===== src/rtl/mesh_terminal_ni_if.sv =====
// mesh_terminal_ni_if: host and router handshake bundle of one mesh terminal network interface.
interface mesh_terminal_ni_if #(
    parameter int pkg_sz = 40
);
    logic [pkg_sz-1:0] tx_data;
    logic              tx_valid;
    logic              tx_ready;
    logic [pkg_sz-1:0] data_out_i_in;
    logic              pndng_i_in;
    logic              popin;
    logic [pkg_sz-1:0] data_out;
    logic              pndng;
    logic              pop;
    logic [pkg_sz-1:0] rx_data;
    logic              rx_valid;
    logic              rx_ready;
    logic              popin_err;
    logic              misroute;
    logic [7:0]        misroute_cnt;
    modport master (
        output tx_data, tx_valid, popin, data_out, pndng, rx_ready,
        input  tx_ready, data_out_i_in, pndng_i_in, pop, rx_data, rx_valid, popin_err, misroute, misroute_cnt
    );
    modport slave (
        input  tx_data, tx_valid, popin, data_out, pndng, rx_ready,
        output tx_ready, data_out_i_in, pndng_i_in, pop, rx_data, rx_valid, popin_err, misroute, misroute_cnt
    );
endinterface


===== src/rtl/mesh_terminal_ni.sv =====
// mesh_terminal_ni: TX/RX FWFT buffering between a host and one mesh router terminal port.
// Destination checking of received packets is enabled by defining MESH_NI_DEST_CHECK_EN.
module mesh_terminal_ni_fifo #(
    parameter int W     = 40,
    parameter int DEPTH = 4
) (
    input  logic         clk,
    input  logic         reset,
    input  logic         wr,
    input  logic         rd,
    input  logic [W-1:0] wdata,
    output logic [W-1:0] rdata,
    output logic         full,
    output logic         empty
);
    localparam int AW = $clog2(DEPTH);
    logic [W-1:0]  mem_q [DEPTH];
    logic [W-1:0]  mem_d [DEPTH];
    logic [AW-1:0] wptr_q, wptr_d, rptr_q, rptr_d;
    logic [AW:0]   count_q, count_d;
    always_comb begin
        mem_d = mem_q;
        if (wr) mem_d[wptr_q] = wdata;
        wptr_d  = wr ? wptr_q + AW'(1) : wptr_q;
        rptr_d  = rd ? rptr_q + AW'(1) : rptr_q;
        count_d = count_q + (AW+1)'(wr) - (AW+1)'(rd);
    end
    always_ff @(posedge clk) begin
        if (reset) begin
            wptr_q  <= '0;
            rptr_q  <= '0;
            count_q <= '0;
        end else begin
            wptr_q  <= wptr_d;
            rptr_q  <= rptr_d;
            count_q <= count_d;
        end
    end
    always_ff @(posedge clk) mem_q <= mem_d;
    assign rdata = mem_q[rptr_q];
    assign full  = count_q == (AW+1)'(DEPTH);
    assign empty = count_q == '0;
endmodule

module mesh_terminal_ni #(
    parameter int ROWS       = 4,
    parameter int COLUMNS    = 4,
    parameter int pkg_sz     = 40,
    parameter int fifo_depth = 4,
    parameter int ID_ROW     = 0,
    parameter int ID_COL     = 0
) (
    input logic              clk,
    input logic              reset,
    mesh_terminal_ni_if.slave bus
);
    logic tx_full, tx_empty, rx_full, rx_empty, tx_wr, tx_rd, rx_wr, rx_rd;
    logic popin_err_q, popin_err_d;
    logic [15:0] unused_cfg;
    assign unused_cfg = {4'(ROWS), 4'(COLUMNS), 4'(ID_ROW), 4'(ID_COL)};
    // Handshakes look only at registered counts, so a slot freed this cycle is reusable next cycle.
    assign tx_wr = bus.tx_valid && !tx_full && !reset;
    assign tx_rd = bus.popin && !tx_empty && !reset;
    assign rx_wr = bus.pndng && !rx_full && !reset;
    assign rx_rd = bus.rx_ready && !rx_empty && !reset;
    mesh_terminal_ni_fifo #(.W(pkg_sz), .DEPTH(fifo_depth)) u_tx (
        .clk(clk), .reset(reset), .wr(tx_wr), .rd(tx_rd), .wdata(bus.tx_data),
        .rdata(bus.data_out_i_in), .full(tx_full), .empty(tx_empty)
    );
    mesh_terminal_ni_fifo #(.W(pkg_sz), .DEPTH(fifo_depth)) u_rx (
        .clk(clk), .reset(reset), .wr(rx_wr), .rd(rx_rd), .wdata(bus.data_out),
        .rdata(bus.rx_data), .full(rx_full), .empty(rx_empty)
    );
    assign bus.tx_ready   = !tx_full;
    assign bus.pndng_i_in = !tx_empty;
    assign bus.pop        = rx_wr;
    assign bus.rx_valid   = !rx_empty;
    always_comb popin_err_d = popin_err_q | (bus.popin & tx_empty);
    always_ff @(posedge clk) popin_err_q <= reset ? 1'b0 : popin_err_d;
    assign bus.popin_err = popin_err_q;
`ifdef MESH_NI_DEST_CHECK_EN
    logic       wrong_dest, misroute_q, misroute_d;
    logic [7:0] misroute_cnt_q, misroute_cnt_d;
    always_comb begin
        wrong_dest     = bus.data_out[pkg_sz-9 -: 4] != 4'(ID_ROW) || bus.data_out[pkg_sz-13 -: 4] != 4'(ID_COL);
        misroute_d     = misroute_q | (rx_wr & wrong_dest);
        misroute_cnt_d = (rx_wr && wrong_dest && misroute_cnt_q != 8'hff) ? misroute_cnt_q + 8'd1 : misroute_cnt_q;
    end
    always_ff @(posedge clk) begin
        misroute_q     <= reset ? 1'b0 : misroute_d;
        misroute_cnt_q <= reset ? 8'd0 : misroute_cnt_d;
    end
    assign bus.misroute     = misroute_q;
    assign bus.misroute_cnt = misroute_cnt_q;
`else
    assign bus.misroute     = 1'b0;
    assign bus.misroute_cnt = 8'd0;
`endif
endmodule


===== src/flat_wrapper.sv =====
// flat-port wrapper written by rule: the top's interface ports become plain ports
module mesh_terminal_ni_flat 
#(
    parameter int ROWS       = 4,
    parameter int COLUMNS    = 4,
    parameter int pkg_sz     = 40,
    parameter int fifo_depth = 4,
    parameter int ID_ROW     = 0,
    parameter int ID_COL     = 0
)
  (clk, reset, bus_tx_data, bus_tx_valid, bus_popin, bus_data_out, bus_pndng, bus_rx_ready, bus_tx_ready, bus_data_out_i_in, bus_pndng_i_in, bus_pop, bus_rx_data, bus_rx_valid, bus_popin_err, bus_misroute, bus_misroute_cnt);
  mesh_terminal_ni_if #(.pkg_sz(pkg_sz)) bus_i ();
  input logic clk;
  input logic reset;
  input wire logic [$bits(bus_i.tx_data)-1:0] bus_tx_data;
  input wire logic [$bits(bus_i.tx_valid)-1:0] bus_tx_valid;
  input wire logic [$bits(bus_i.popin)-1:0] bus_popin;
  input wire logic [$bits(bus_i.data_out)-1:0] bus_data_out;
  input wire logic [$bits(bus_i.pndng)-1:0] bus_pndng;
  input wire logic [$bits(bus_i.rx_ready)-1:0] bus_rx_ready;
  output wire logic [$bits(bus_i.tx_ready)-1:0] bus_tx_ready;
  output wire logic [$bits(bus_i.data_out_i_in)-1:0] bus_data_out_i_in;
  output wire logic [$bits(bus_i.pndng_i_in)-1:0] bus_pndng_i_in;
  output wire logic [$bits(bus_i.pop)-1:0] bus_pop;
  output wire logic [$bits(bus_i.rx_data)-1:0] bus_rx_data;
  output wire logic [$bits(bus_i.rx_valid)-1:0] bus_rx_valid;
  output wire logic [$bits(bus_i.popin_err)-1:0] bus_popin_err;
  output wire logic [$bits(bus_i.misroute)-1:0] bus_misroute;
  output wire logic [$bits(bus_i.misroute_cnt)-1:0] bus_misroute_cnt;
  assign bus_i.tx_data = bus_tx_data;
  assign bus_i.tx_valid = bus_tx_valid;
  assign bus_i.popin = bus_popin;
  assign bus_i.data_out = bus_data_out;
  assign bus_i.pndng = bus_pndng;
  assign bus_i.rx_ready = bus_rx_ready;
  assign bus_tx_ready = bus_i.tx_ready;
  assign bus_data_out_i_in = bus_i.data_out_i_in;
  assign bus_pndng_i_in = bus_i.pndng_i_in;
  assign bus_pop = bus_i.pop;
  assign bus_rx_data = bus_i.rx_data;
  assign bus_rx_valid = bus_i.rx_valid;
  assign bus_popin_err = bus_i.popin_err;
  assign bus_misroute = bus_i.misroute;
  assign bus_misroute_cnt = bus_i.misroute_cnt;
  mesh_terminal_ni #(.ROWS(ROWS), .COLUMNS(COLUMNS), .pkg_sz(pkg_sz), .fifo_depth(fifo_depth), .ID_ROW(ID_ROW), .ID_COL(ID_COL)) u_core (.clk(clk), .reset(reset), .bus(bus_i));
endmodule

===== config.mk =====
export PLATFORM = sky130hd
export DESIGN_NAME = mesh_terminal_ni_flat
export DESIGN_NICKNAME = d
export VERILOG_FILES = /design/src/rtl/mesh_terminal_ni_if.sv /design/src/rtl/mesh_terminal_ni.sv /design/src/flat_wrapper.sv
export SDC_FILE = /design/constraint.sdc
export NUM_CORES = 1
export LEC_CHECK = 0
export ABC_AREA = 1
export ABC_CLOCK_PERIOD_IN_PS = 4130
export CAP_MARGIN = 20
export CORE_UTILIZATION = 54
export DETAILED_ROUTE_END_ITERATION = 10
export PLACE_DENSITY = 0.91
export RECOVER_POWER = 100
export SLEW_MARGIN = 10
export SYNTH_ARGS = -nofsm -noshare
export SYNTH_HDL_FRONTEND = slang
export SYNTH_SLANG_ARGS = --single-unit
export TNS_END_PERCENT = 100

===== constraint.sdc =====
create_clock -name clk -period 4.13 [get_ports clk]
set_input_delay 1.0325 -clock clk [delete_from_list [all_inputs] [get_ports clk]]
set_output_delay 1.0325 -clock clk [all_outputs]
set_load 0.02 [all_outputs]

==> results_dict.tcl <==
set metrics [dict create \
    cp_cell_sequence "inv_2 > o21ai_0 > o22ai_1 > dlygate4sd3_1" \
    intPower_uw 6660 \
    layout_common_cells "320 x edfxtp_1, 175 x nor2_1, 156 x dlygate4sd3_1" \
    port_buffers 170 \
    cts_tree "yes" \
    critPathLaunch "u_core.u_tx.rptr_q[1]" \
    skew_ns 0.0137 \
    max_slew.worst_pin.slew_ns 1.30 \
    hold_class "register to register" \
    drtIter0Drc 579 \
    coreArea_um2 23000 \
    post_cts_resized 0 \
    die_w_um 156 \
    max_freq_mhz 251 \
    slew_viol_final 0 \
    finalCriticalPeriod_ns 3.99 \
    clock-root-buffer "clkbuf_16" \
    swShare_pct 30.4 \
    synth_warnings 0 \
    std_cell_rows 55 \
    drtPass1Iterations 5 \
    max_slew_margin_pct 13.0 \
    final_common_cell "edfxtp_1" \
    ant_nets 0 \
    cts.sinks 335 \
    htree_levels 2 \
    netlist_instances 906 \
    drc 0 \
    antenna_found_initial 3 \
    io_pins 180 \
    clockBufferDepth 3 \
    syn_area_um2 12800 \
    grt_pass1_vias 7804 \
    rsz0062_at_grt "no" \
    routed_via_density 5.54 \
    area_growth_pct 23.4 \
    postCtsSetupBuffers 0 \
    min_from "u_core.bus.popin_err" \
    crit_family "buffers and inverters" \
    cts_buffers 34 \
    drive_above_1_share_pct 7.37 \
    comb_power_share_pct 26.0 \
    place_hpwl_mm 15.1 \
    grt-ovfl-total 0 \
    ir_drop_mv 0.367 \
    grt_pass1_wl_mm 41.4 \
    vias 7840 \
    layout.nets 1176 \
    path_clk_slew_ns 0.06 \
    yosysSeqAreaShare_pct 77.4 \
    hold_viol_final 0 \
    synth_cell_types 25 \
    hold_buffers 0 \
    syn_area_per_cell_um2 14.1 \
    path_max_fanout 41 \
    path_buf_inv 2 \
    max-cap-violations 0 \
    place_congestion 0.740 \
    critPathMaxStageDelay_ns 0.85 \
    power.density_nw_per_um2 605 \
    synth-seq-cells 335 \
    fin_crit_sh_pct 96.6 \
    crit_required_ns 3.10 \
    status "finished, final reports clean" \
    die_area_um2 24300 \
    grt_usage_pct 22.2 \
    finalSetupViolCount 0 \
    cp_slowest_cell "dfxtp_1" \
    finalSetupTns_ns 0 \
    worstSetupPathType "register to output port" \
    grt_max_degree 83 \
    die_h_um 156 \
    switchingPower_uw 2910 \
    clock_latency_ns 0.50 \
    start_util_pct 55.7 \
    total_power_uw 9570 \
    fillCellCount 1547 \
    pwr-share-clk_pct 31.6 \
    worstPathArrival_ns 2.96 \
    p_seq_share_pct 42.4 \
    final_cell_count_no_fill 1415 \
    wirelength_mm 26.8 \
    p_leak_uw 0.00535 \
    critPathLaunchType "register" \
    endpoint_kind "output port" \
    dp.cells 1353 \
    wl_per_cell_um 18.9 \
    r2r-start "u_core.u_tx.count_q[1]" \
]
[logic make-up after synthesis]
group	synth area share, %
compound gates	10.6
fa+ha+maj	1.48
simple gates	6.45
flops	77.4
xor+xnor	0.0684
buf+inv	4.03
other cells	0.0293
[path summary, 6_finish.rpt]
kind	cells after the start	end	slack [ns]
min	2	u_core.bus.popin_err	0.48
max reg2reg	5	u_core.u_tx.mem_q[113]	1.66
max	4	bus_data_out_i_in[26]	0.14
min reg2reg	2	u_core.bus.popin_err	0.48
[stage by stage]
| stage | cell area, um^2 | hold WS, ns | util, % | setup WS, ns |
|---|---|---|---|---|
| 5_1_grt | 15800 | 0.514 | 68.8 | 0.0211 |
| 3_5_place_dp | 14700 | 0.481 | 64.1 | 0.447 |
| 2_1_floorplan | 12800 | 0.472 | - | 0.548 |
| 4_1_cts | 15900 | 0.491 | 69.0 | 0.163 |
| 6_report | 15800 | 0.482 | 68.8 | 0.142 |
| 3_3_place_gp | 14700 | 0.482 | 64.1 | 0.504 |
[per-layer routing]
layer / up-vias / wire length (um) / GRT usage, % / part of all wire [%]
met1: 3815 / 10900 / 28.5 / 41
met3: 56 / 1440 / 2.89 / 5.4
li1: 3671 / - / - / -
met4: 0 / 864 / 9.99 / 3.2
met2: 298 / 13600 / 38.1 / 51
met5: - / 0 / 0 / 0
[power by group through the flow]
stage	sequential [uW]	clock, uW	combinational, uW
after global placement	4110	0	2590
after detailed placement	4120	0	2640
after CTS	4050	3070	2670
after global routing	4070	3200	2700
after floorplan	4080	0	1580
final	4060	3020	2490
[worst reg2reg max path: stages (launching register included)]
cell	delay [ns]
dfxtp_1	0.42
nor2_2	0.08
nand2_2	0.12
nand3_1	0.35
nor2_4	0.18
clkbuf_2	0.91
[cell usage after synthesis]
| cell | instances | share of area [%] |
|---|---|---|
| buf_2 | 26 | 1.0 |
| nand4_1 | 2 | 0.098 |
| nor2_2 | 2 | 0.098 |
| inv_1 | 25 | 0.73 |
| fa_1 | 2 | 0.31 |
| o22ai_1 | 80 | 3.9 |
| nand3_1 | 4 | 0.16 |
| nor2_1 | 183 | 5.4 |
| buf_4 | 19 | 1.1 |
| conb_1 | 1 | 0.029 |
| xor2_1 | 1 | 0.068 |
| ha_1 | 12 | 1.2 |
| o21ai_0 | 92 | 3.6 |
| nand3_2 | 1 | 0.078 |
| inv_2 | 5 | 0.15 |
| buf_6 | 9 | 0.79 |
| clkbuf_2 | 3 | 0.12 |
| a21oi_1 | 7 | 0.27 |
| clkbuf_1 | 3 | 0.088 |
| o21ai_1 | 72 | 2.8 |
| dfxtp_1 | 15 | 2.3 |
| clkinv_1 | 1 | 0.029 |
| nand2_2 | 2 | 0.098 |
| edfxtp_1 | 320 | 75 |
| nand2_1 | 19 | 0.56 |
[sequential cells by signal, summed over array words and instances, names as in the netlist]
signal / flops
u_core.u_tx.count_q: 3
u_core.bus.popin_err: 1
u_core.u_tx.mem_q: 160
u_core.u_rx.count_q: 3
u_core.u_rx.mem_q: 160
u_core.u_rx.rptr_q: 2
u_core.u_tx.wptr_q: 2
u_core.u_tx.rptr_q: 2
u_core.u_rx.wptr_q: 2
[cell type report]
type,instances,area (um^2),share of cell area (%)
diodes,3,7.51,0.0475
clock buffers,41,941,5.95
clock inverters,18,168,1.06
inverters,31,116,0.736
multi-input cells,488,2470,15.6
flip-flops and latches,335,9910,62.7
well taps,313,392,2.48
repair buffers,186,1810,11.4
(Power assumes the default switching activity.)
